`src/rtl/freq_div_pkg.sv`:
```
// Shared types and reset constants for the multi-channel frequency divider.
package freq_div_pkg;

    localparam int DIV_WIDTH  = 32;
    localparam int RST_PERIOD = 2;
    localparam int RST_HIGH   = 1;

    typedef struct packed {
        logic [DIV_WIDTH-1:0] period;
        logic [DIV_WIDTH-1:0] high;
    } div_cfg_t;

endpackage

```
`src/rtl/freq_div_multi_if.sv`:
```
// Configuration and output bundle of freq_div_multi; master drives config, slave is the divider.
interface freq_div_multi_if
    import freq_div_pkg::*;
#(
    parameter int NUM_CH = 4,
    parameter int WIDTH  = DIV_WIDTH,
    parameter int CH_W   = (NUM_CH > 1) ? $clog2(NUM_CH) : 1
);

    logic              ConfigDiv;
    logic [CH_W-1:0]   ChSel;
    logic [WIDTH-1:0]  DivIn;
    logic [WIDTH-1:0]  HighIn;
    logic [NUM_CH-1:0] Enable;
    logic              SyncIn;
    logic [NUM_CH-1:0] ClkOut;
    logic [NUM_CH-1:0] TickOut;
    logic [NUM_CH-1:0] Pending;

    modport master (
        output ConfigDiv, ChSel, DivIn, HighIn, Enable, SyncIn,
        input  ClkOut, TickOut, Pending
    );

    modport slave (
        input  ConfigDiv, ChSel, DivIn, HighIn, Enable, SyncIn,
        output ClkOut, TickOut, Pending
    );

endinterface

```
`src/rtl/freq_div_channel.sv`:
```
// One divider channel: double-buffered period/high config, counter and registered outputs.
module freq_div_channel
    import freq_div_pkg::*;
#(
    parameter int WIDTH = DIV_WIDTH
) (
    input  logic             clk,
    input  logic             rst_n,
    input  logic             wr,
    input  logic [WIDTH-1:0] div_in,
    input  logic [WIDTH-1:0] high_in,
    input  logic             en,
    input  logic             sync,
    output logic             clk_out,
    output logic             tick,
    output logic             pending
);

    typedef struct packed {
        logic [WIDTH-1:0] period;
        logic [WIDTH-1:0] high;
    } cfg_t;

    cfg_t             act, act_next, pend, pend_next, wr_cfg;
    logic             pend_valid, valid_next;
    logic             run;
    logic [WIDTH-1:0] cnt, cnt_next;
    logic             wrap, wr_at_wrap, apply_pend;
    logic             clk_next, tick_next;

    always_comb begin
        wr_cfg     = '{period: div_in, high: high_in};
        // Periods of 0 and 1 never leave cnt=0, so every running cycle is a wrap.
        wrap       = (act.period <= WIDTH'(1)) || (cnt == act.period - WIDTH'(1));
        wr_at_wrap = wr && en && run && !sync && wrap;
        apply_pend = pend_valid && (!en || sync || (run && wrap));

        act_next   = act;
        pend_next  = pend;
        valid_next = pend_valid;
        if (wr_at_wrap) begin
            act_next   = wr_cfg;
            valid_next = 1'b0;
        end else begin
            if (apply_pend) begin
                act_next   = pend;
                valid_next = 1'b0;
            end
            if (wr) begin
                pend_next  = wr_cfg;
                valid_next = 1'b1;
            end
        end

        if (!en || !run || sync || wrap) cnt_next = '0;
        else                             cnt_next = cnt + WIDTH'(1);

        // Outputs are registered from the next-cycle count and config so they line up with cnt.
        tick_next = en && (cnt_next == '0);
        clk_next  = en && (act_next.period > WIDTH'(1)) && (cnt_next < act_next.high);
    end

    always_ff @(posedge clk or negedge rst_n) begin
        if (!rst_n) begin
            act        <= '{period: WIDTH'(RST_PERIOD), high: WIDTH'(RST_HIGH)};
            pend       <= '0;
            pend_valid <= 1'b0;
            run        <= 1'b0;
            cnt        <= '0;
            clk_out    <= 1'b0;
            tick       <= 1'b0;
        end else begin
            act        <= act_next;
            pend       <= pend_next;
            pend_valid <= valid_next;
            run        <= en;
            cnt        <= cnt_next;
            clk_out    <= clk_next;
            tick       <= tick_next;
        end
    end

    assign pending = pend_valid;

endmodule

```
`src/rtl/freq_div_multi.sv`:
```
// Multi-channel programmable frequency divider: decodes config writes and replicates channels.
module freq_div_multi
    import freq_div_pkg::*;
#(
    parameter int NUM_CH = 4,
    parameter int WIDTH  = DIV_WIDTH,
    parameter int CH_W   = (NUM_CH > 1) ? $clog2(NUM_CH) : 1
) (
    input  logic            Clk,
    input  logic            Reset,
    freq_div_multi_if.slave bus
);

    logic [NUM_CH-1:0] wr;

    // Out-of-range ChSel values match no channel and are dropped.
    always_comb begin
        wr = '0;
        for (int unsigned i = 0; i < NUM_CH; i++) begin
            wr[i] = bus.ConfigDiv && (bus.ChSel == CH_W'(i));
        end
    end

    for (genvar g = 0; g < NUM_CH; g++) begin : g_ch
        freq_div_channel #(
            .WIDTH (WIDTH)
        ) u_ch (
            .clk     (Clk),
            .rst_n   (Reset),
            .wr      (wr[g]),
            .div_in  (bus.DivIn),
            .high_in (bus.HighIn),
            .en      (bus.Enable[g]),
            .sync    (bus.SyncIn),
            .clk_out (bus.ClkOut[g]),
            .tick    (bus.TickOut[g]),
            .pending (bus.Pending[g])
        );
    end

endmodule

```
`src/flat_wrapper.sv`:
```
// flat-port wrapper written by rule: the top's interface ports become plain ports
module freq_div_multi_flat import freq_div_pkg::*;
#(
    parameter int NUM_CH = 4,
    parameter int WIDTH  = DIV_WIDTH,
    parameter int CH_W   = (NUM_CH > 1) ? $clog2(NUM_CH) : 1
)
  (Clk, Reset, bus_ConfigDiv, bus_ChSel, bus_DivIn, bus_HighIn, bus_Enable, bus_SyncIn, bus_ClkOut, bus_TickOut, bus_Pending);
  freq_div_multi_if #(.NUM_CH(NUM_CH), .WIDTH(WIDTH), .CH_W(CH_W)) bus_i ();
  input  logic Clk;
  input  logic Reset;
  input wire logic [$bits(bus_i.ConfigDiv)-1:0] bus_ConfigDiv;
  input wire logic [$bits(bus_i.ChSel)-1:0] bus_ChSel;
  input wire logic [$bits(bus_i.DivIn)-1:0] bus_DivIn;
  input wire logic [$bits(bus_i.HighIn)-1:0] bus_HighIn;
  input wire logic [$bits(bus_i.Enable)-1:0] bus_Enable;
  input wire logic [$bits(bus_i.SyncIn)-1:0] bus_SyncIn;
  output wire logic [$bits(bus_i.ClkOut)-1:0] bus_ClkOut;
  output wire logic [$bits(bus_i.TickOut)-1:0] bus_TickOut;
  output wire logic [$bits(bus_i.Pending)-1:0] bus_Pending;
  assign bus_i.ConfigDiv = bus_ConfigDiv;
  assign bus_i.ChSel = bus_ChSel;
  assign bus_i.DivIn = bus_DivIn;
  assign bus_i.HighIn = bus_HighIn;
  assign bus_i.Enable = bus_Enable;
  assign bus_i.SyncIn = bus_SyncIn;
  assign bus_ClkOut = bus_i.ClkOut;
  assign bus_TickOut = bus_i.TickOut;
  assign bus_Pending = bus_i.Pending;
  freq_div_multi #(.NUM_CH(NUM_CH), .WIDTH(WIDTH), .CH_W(CH_W)) u_core (.Clk(Clk), .Reset(Reset), .bus(bus_i));
endmodule
```
`config.mk`:
```
export PLATFORM = sky130hd
export DESIGN_NAME = freq_div_multi_flat
export DESIGN_NICKNAME = d
export VERILOG_FILES = /design/src/rtl/freq_div_pkg.sv /design/src/rtl/freq_div_multi_if.sv /design/src/rtl/freq_div_channel.sv /design/src/rtl/freq_div_multi.sv /design/src/flat_wrapper.sv
export SDC_FILE = /design/constraint.sdc
export NUM_CORES = 2
export LEC_CHECK = 0
export BUFFER_PORTS_ARGS = -buffer_cell sky130_fd_sc_hd__buf_2
export CORE_UTILIZATION = 58
export CTS_CLUSTER_SIZE = 30
export DETAILED_ROUTE_END_ITERATION = 10
export PLACE_DENSITY = 0.77
export SETUP_SLACK_MARGIN = 0.1
export SYNTH_ARGS = -nofsm -noshare
export SYNTH_HDL_FRONTEND = slang
export SYNTH_SLANG_ARGS = --single-unit
```
`constraint.sdc`:
```
create_clock -name Clk -period 5.6 [get_ports Clk]
set_input_delay 0.84 -clock Clk [delete_from_list [all_inputs] [get_ports Clk]]
set_output_delay 0.84 -clock Clk [all_outputs]
set_load 0.01 [all_outputs]
```
== Word-level counts from Yosys, hierarchy flattened ==
Cells that the tools add are included.

* Output and inout port bits: 12
* Logic and storage cells: 177
* Bits of input ports: 74
* Flip-flop bits (word level): 656

* Bitwise operators: 4
* Add/subtract/negate cells: 8
* Reductions and logical operators: 86
* $lt $le $gt $ge: 12
* Equality and inequality tests: 7
* Muxes and demuxes: 24

{| class="wikitable"
|+ Operators by type and width
! cell !! count
|-
| 2-to-1 mux 64 bit || 8
|-
| adder 32 x 1 -> 32 bit (second input constant) || 4
|-
| equality test 32 bit || 4
|-
| greater-than comparator 32 x 1 -> 1 bit (second input constant) || 4
|-
| <= comparator 32 x 1 -> 1 bit (second input constant) || 4
|-
| logical NOT 32 bit || 4
|-
| less-than comparator 32 bit || 4
|-
| 2-to-1 mux 32 bit || 4
|-
| subtractor 32 x 1 -> 32 bit (second input constant) || 4
|-
| logical AND 1 bit || 40
|-
| logical OR 1 bit || 24
|-
| 2-to-1 mux 1 bit || 12
|-
| nonzero test 3 bit || 4
|-
| logical NOT 1 bit || 9
|-
| AND reduction 2 bit || 4
|-
| equality test 2 bit (second input constant) || 2
|-
| inverter 1 bit || 4
|-
| equality test 2 x 1 -> 1 bit (second input constant) || 1
|-
| logical NOT 2 bit || 1
|}

== Depth between registers and ports, before layout ==
* Depth in word-level cells: 11
* Depth in mapped cells: 31
* Gate-level depth less buffers: 27

== By module ==
From an unflattened synthesis, not the netlist that was laid out.

* Cell total of the unflattened synthesis: 4108
* Area, all modules: 38846.0 um^2

{| class="wikitable"
|+ Modules (own cells, without submodules)
! module !! area each (um^2) !! cells an instance !! times used !! seq. area each (um^2)
|-
| freq_div_channel (u_core.g_ch[0].u_ch ...) || 9690.5 || 1009 || 2 || 4106.4
|-
| freq_div_channel (u_core.g_ch[3].u_ch) || 9917.0 || 1079 || 1 || 4106.4
|-
| freq_div_channel (u_core.g_ch[2].u_ch) || 9510.4 || 1007 || 1 || 4106.4
|-
| freq_div_multi || 37.5 || 4 || 1 || 0.0
|}

== Least setup slack after synthesis ==
OpenSTA, ideal clock, no wires.

* Kind: flip-flop to flip-flop
* Start: register u_core.g_ch[3].u_ch.act[38] (netlist bit)
* End: register u_core.g_ch[3].u_ch.clk_out
* Clock period less this slack: 6.215 ns
* Arrival time: 6.138 ns
* Path buffers: 6
* Path slack: -0.615 ns
* Stages on the path, launching flop included: 30
* Cell sequence: dfrtp_1 > or4_4 > or4_1 > buf_2 > o31ai_1 > nand4b_1 > or4_1 > or4_1 > buf_2 > a21o_1 > clkbuf_1 > clkbuf_1 > clkbuf_1 > buf_1 > nand2_1 > o21ai_1 > ha_1 > a21o_1 > a21oi_1 > nor2b_1 > o21ai_0 > nand2b_1 > a21oi_1 > nor2b_1 > o21ai_0 > nand2b_1 > a221oi_1 > o221ai_1 > a41o_1 > a21oi_1

* Word-level cells in the longest chain between the ends: 11
* Elaborated cells on any way between the ends: 16

{| class="wikitable"
|+ Ends and longest elaborated chain
! item !! RTL line !! source
|-
| start, declared || freq_div_channel.sv:24 || <nowiki>cfg_t act, act_next, pend, pend_next, wr_cfg;</nowiki>
|-
| start signal, assigned || freq_div_channel.sv:65 || <nowiki>act <= '{period: WIDTH'(RST_PERIOD), high: WIDTH'(RST_HIGH)};</nowiki>
|-
| start signal, assigned || freq_div_channel.sv:73 || <nowiki>act <= act_next;</nowiki>
|-
| subtractor 32 x 1 -> 32 bit || freq_div_channel.sv:34 || <nowiki>wrap = (act.period <= WIDTH'(1)) || (cnt == act.period - WIDTH'(1));</nowiki>
|-
| equality test 32 bit || freq_div_channel.sv:34 ||
|-
| logical OR 1 bit || freq_div_channel.sv:34 ||
|-
| logical AND 1 bit || freq_div_channel.sv:36 || <nowiki>apply_pend = pend_valid && (!en || sync || (run && wrap));</nowiki>
|-
| logical OR 1 bit || freq_div_channel.sv:36 ||
|-
| logical AND 1 bit || freq_div_channel.sv:36 ||
|-
| 2-to-1 mux 64 bit || freq_div_channel.sv:45 || <nowiki>if (apply_pend) begin</nowiki>
|-
| 2-to-1 mux 64 bit || freq_div_channel.sv:41 || <nowiki>if (wr_at_wrap) begin</nowiki>
|-
| greater-than comparator 32 x 1 -> 1 bit || freq_div_channel.sv:60 || <nowiki>clk_next = en && (act_next.period > WIDTH'(1)) && (cnt_next < act_next.high);</nowiki>
|-
| logical AND 1 bit || freq_div_channel.sv:60 ||
|-
| logical AND 1 bit (*) || freq_div_channel.sv:60 ||
|-
| named net u_core.g_ch[3].u_ch.clk_next || freq_div_channel.sv:29 || <nowiki>logic clk_next, tick_next;</nowiki>
|-
| end signal, assigned || freq_div_channel.sv:78 || <nowiki>clk_out <= clk_next;</nowiki>
|-
| end, declared || freq_div_channel.sv:14 || <nowiki>output logic clk_out,</nowiki>
|}

Mark *: on every way through the listed nets, which the timed path passes. The rest lies on a longest branch.
A chain may end at the register's enable or synchronous reset.

== Worst setup path in the final report ==
* Start: register u_core.g_ch[1].u_ch.act[32] (netlist bit)
* End: register u_core.g_ch[1].u_ch.clk_out

* Word-level cells in the longest chain between the ends: 11
* Elaborated cells on any way between the ends: 16

{| class="wikitable"
|+ Ends and longest elaborated chain
! item !! RTL line
|-
| start, declared || freq_div_channel.sv:24
|-
| start signal, assigned || freq_div_channel.sv:65
|-
| start signal, assigned || freq_div_channel.sv:73
|-
| subtractor 32 x 1 -> 32 bit || freq_div_channel.sv:34
|-
| equality test 32 bit || freq_div_channel.sv:34
|-
| logical OR 1 bit || freq_div_channel.sv:34
|-
| logical AND 1 bit || freq_div_channel.sv:36
|-
| logical OR 1 bit || freq_div_channel.sv:36
|-
| logical AND 1 bit || freq_div_channel.sv:36
|-
| 2-to-1 mux 64 bit || freq_div_channel.sv:45
|-
| 2-to-1 mux 64 bit || freq_div_channel.sv:41
|-
| greater-than comparator 32 x 1 -> 1 bit || freq_div_channel.sv:60
|-
| logical AND 1 bit || freq_div_channel.sv:60
|-
| logical AND 1 bit (*) || freq_div_channel.sv:60
|-
| named net u_core.g_ch[1].u_ch.clk_next || freq_div_channel.sv:29
|-
| end signal, assigned || freq_div_channel.sv:78
|-
| end, declared || freq_div_channel.sv:14
|}

Marked as above.

==> run_results.csv <==
group,metric,value,unit
yosys,synth_edf_count,0,
clock_tree,ctsHtreeMaxLevel,3,
critical_path,critPathMaxStageDelay,0.48,ns
timing,relSlewSlack,20.2,%
yosys,synth_warnings,0,
floorplan,ios,86,
clock_tree,hold_buffers,0,
detailed_routing,drtPass1Iterations,6,
yosys,synth_top_area_cell,"dfrtp_1",
global_routing,grt_pass1_wl,184,mm
floorplan,die_y,258,um
power_and_ir_drop,peakVddDrop,356,uV
yosys,synth_area_per_cell,9.52,sq um
global_routing,gr-total-overflow,0,
global_routing,grt_pass1_vias,31300,
clock_tree,cts_buffers,73,
yosys,synth-seq-cells,656,
timing,tns,-0.121,ns
yosys,syn_nets,4212,
yosys,yosys.area.top_type_share,42.6,%
finish,drive_gt1_share,21.8,%
clock_tree,clk_pin_slew,0.06,ns
floorplan,rows,93,
timing,fmax,176,MHz
timing,finalMaxSlewViolations,0,
worst_hold_path,hold_class,"input port to asynchronous set/reset pin",
floorplan,start_util,58.9,%
critical_path,required,6.16,ns
yosys,netlist_top_cells_count,"648 x dfrtp_1, 356 x nand2_1, 349 x nor2_1, 251 x mux2_2, 190 x o21ai_0",
yosys,synthArstFlopShare,100,%
place,dp_hpwl,84.9,mm
global_routing,grt_max_degree,153,
place,place.gp.congestion,1.02,
critical_path,worstSetupPathType,"flop to flop",
run_status,outcome,"finished, violations left",
critical_path,crit_path_start_kind,"flop",
detailed_routing,postRouteAntennaNets,0,
critical_path,cp_max_fo,4,
critical_path,cp_slowest_cell,"or4b_4",
detailed_routing,drcViolationCount,0,
detailed_routing,route.vias.total,32400,
floorplan,core_area,0.0647,sq mm
yosys,synthDistinctLibCells,86,
yosys,synth_area_leaders,"dfrtp_1 43%, mux2_2 7.4%, mux2i_1 4.7%",
global_routing,grt_antenna_before_repair,5,
detailed_routing,drt_iter0_drc,3212,
detailed_routing,via_per_inst,6.24,
floorplan,die_w,258,um
global_routing,grt_usage,36.1,%
yosys,synth_area,0.0381,sq mm
power_and_ir_drop,power_density,382,mW/mm^2
clock_tree,cts_buffer_depth,3,
critical_path,cp_top_family,"simple AND/OR/NAND/NOR gates",
place,port_buffers,85,
timing,finClkSkew,0.0207,ns
floorplan,die_area,0.0667,sq mm
yosys,synth-seq-area-share,43.1,%
yosys,yosysMostFrequentCell,"dfrtp_1",
critical_path,path_buf_inv,3,
clock_tree,clock-sinks,656,
detailed_routing,routedWlPerCell,23.2,um
clock_tree,cts_tree,"done",
timing,setup_viol,2,
timing,whs,0.225,ns
finish,nFillCells,4904,
critical_path,endpoint_kind,"flop",
timing,worst_slack,-0.0678,ns
finish,syn_to_final_growth,17.2,%
detailed_routing,wl,121,mm
power_and_ir_drop,p_leak,0.0197,uW
yosys,synthFlopType,"dfrtp_1",
timing,final_hold_viol_count,0,
yosys,syn_inst,4002,
timing,rsz0062_at_grt,"true",
critical_path,arrival,6.23,ns
timing,period_share,101,%
finish,nets,4487,
job,cap_violations,0,
clock_tree,clock_latency,0.63,ns
timing,worst_slew_pin_slew,1.19,ns
clock_tree,cts-root-buf,"clkbuf_16",
run_status,violations,"negative setup slack",
timing,fin_crit,5.67,ns
## where the power goes
part           leakage (uW)  switching [uW]  internal [uW]
registers           0.00813             754           5780
clock network       0.00127            2040           3080
logic                0.0103            2920           2490
## registers in the layout (all words and copies together) (netlist names)
register / cells
u_core.g_ch.u_ch.act: 256
u_core.g_ch.u_ch.pend: 256
u_core.g_ch.u_ch.cnt: 128
u_core.g_ch.u_ch.clk_out: 4
u_core.g_ch.u_ch.pending: 4
u_core.g_ch.u_ch.run: 4
u_core.g_ch.u_ch.tick: 4
## worst reg2reg max path: cells and delay by family, from the launching register on
| kind | cells | cell delay (ns) |
|---|---|---|
| adder cells (fa/ha/maj) | 2 | 0.42 |
| flip-flops | 1 | 0.43 |
| multiplexers | 1 | 0.27 |
| AO/OA/AOI/OAI | 12 | 1.78 |
| AND/OR/NAND/NOR | 11 | 2.34 |
| buffers and inverters | 3 | 0.38 |
## layout make-up
cell class / instances / area [sq um] / area share, %
antenna: 3 / 7.51 / 0.0168
clock inverter: 29 / 417 / 0.933
tap: 855 / 1070 / 2.40
multi-input combinational: 2925 / 20500 / 46.0
sequential: 656 / 16400 / 36.8
clock buffer: 103 / 2160 / 4.84
inverter: 184 / 691 / 1.55
timing repair buffer: 437 / 3310 / 7.41
## final timing paths
| check | start | endpoint | slack, ns | cells after the start |
|---|---|---|---|---|
| max in group asynchronous | Reset | u_core.g_ch[2].u_ch.act[27]$_DFF_PN0_ | 4.05 | 2 |
| min in group Clk | bus_Enable[1] | u_core.g_ch[1].u_ch.run$_DFF_PN0_ | 0.37 | 1 |
| min reg2reg | u_core.g_ch[2].u_ch.pend[62]$_DFFE_PN0P_ | u_core.g_ch[2].u_ch.pend[62]$_DFFE_PN0P_ | 0.49 | 2 |
| max | u_core.g_ch[1].u_ch.act[32]$_DFF_PN0_ | u_core.g_ch[1].u_ch.clk_out$_DFF_PN0_ | -0.07 | 29 |
| max reg2reg | u_core.g_ch[1].u_ch.act[32]$_DFF_PN0_ | u_core.g_ch[1].u_ch.clk_out$_DFF_PN0_ | -0.07 | 29 |
| min | Reset | u_core.g_ch[1].u_ch.cnt[16]$_DFF_PN0_ | 0.22 | 1 |
## stage by stage
stage               total power [uW]  setup WS [ns]  std cells  util, %  instance area [sq um]
floorplan                       9590         -0.270       4002        -                  38400
global placement               11500         -0.157       5009     63.8                  41300
detailed placement             11600         -0.225       5009     63.8                  41300
CTS                            16900        -0.0969       5175     68.4                  44300
global route                   17900         -0.371       5190     69.0                  44600
finish                         17100        -0.0678       5192     69.0                  44600
## cells in the final DEF (no fill, tap or decap), types with 169 or more instances in the layout
cell     netlist  final
mux2_2       251    251
inv_1        184    181
mux2i_1      179    177
nor2_1       349    348
a21oi_1      184    172
xnor2_1      170    170
nand2_1      356    352
o21ai_0      190    169
buf_4         19    329
dfrtp_1      648    643
## metal layers
metal	vias to the layer above	global-route usage [%]	wire length [um]
li1	14700	-	-
met3	292	7.76	10700
met5	-	0	13
met2	1444	54.8	53700
met4	2	16.0	5580
met1	15900	50.0	50600
## timing repair
item                                    4_1_cts  5_1_grt
cloned                                        0        0
buffers inserted                             34       18
endpoints found under the setup margin        4        5
resized for setup                            37       67
pin swaps                                    41       42
## kinds of logic (layout without fill, tap and decap cells)
logic type / Yosys count / count (layout) / synth area share (%)
AOI/OAI and AO/OA: 700 / 700 / 11.3
xor gates and xnor gates: 289 / 289 / 6.68
adders and majority gates: 136 / 136 / 4.47
buffers and inverters: 421 / 753 / 4.44
DFF: 656 / 656 / 43.1
muxes: 430 / 430 / 12.1
other: 0 / 3 / 0
and+or+nand+nor: 1370 / 1370 / 17.8
Power figures use the tool's default switching activity.
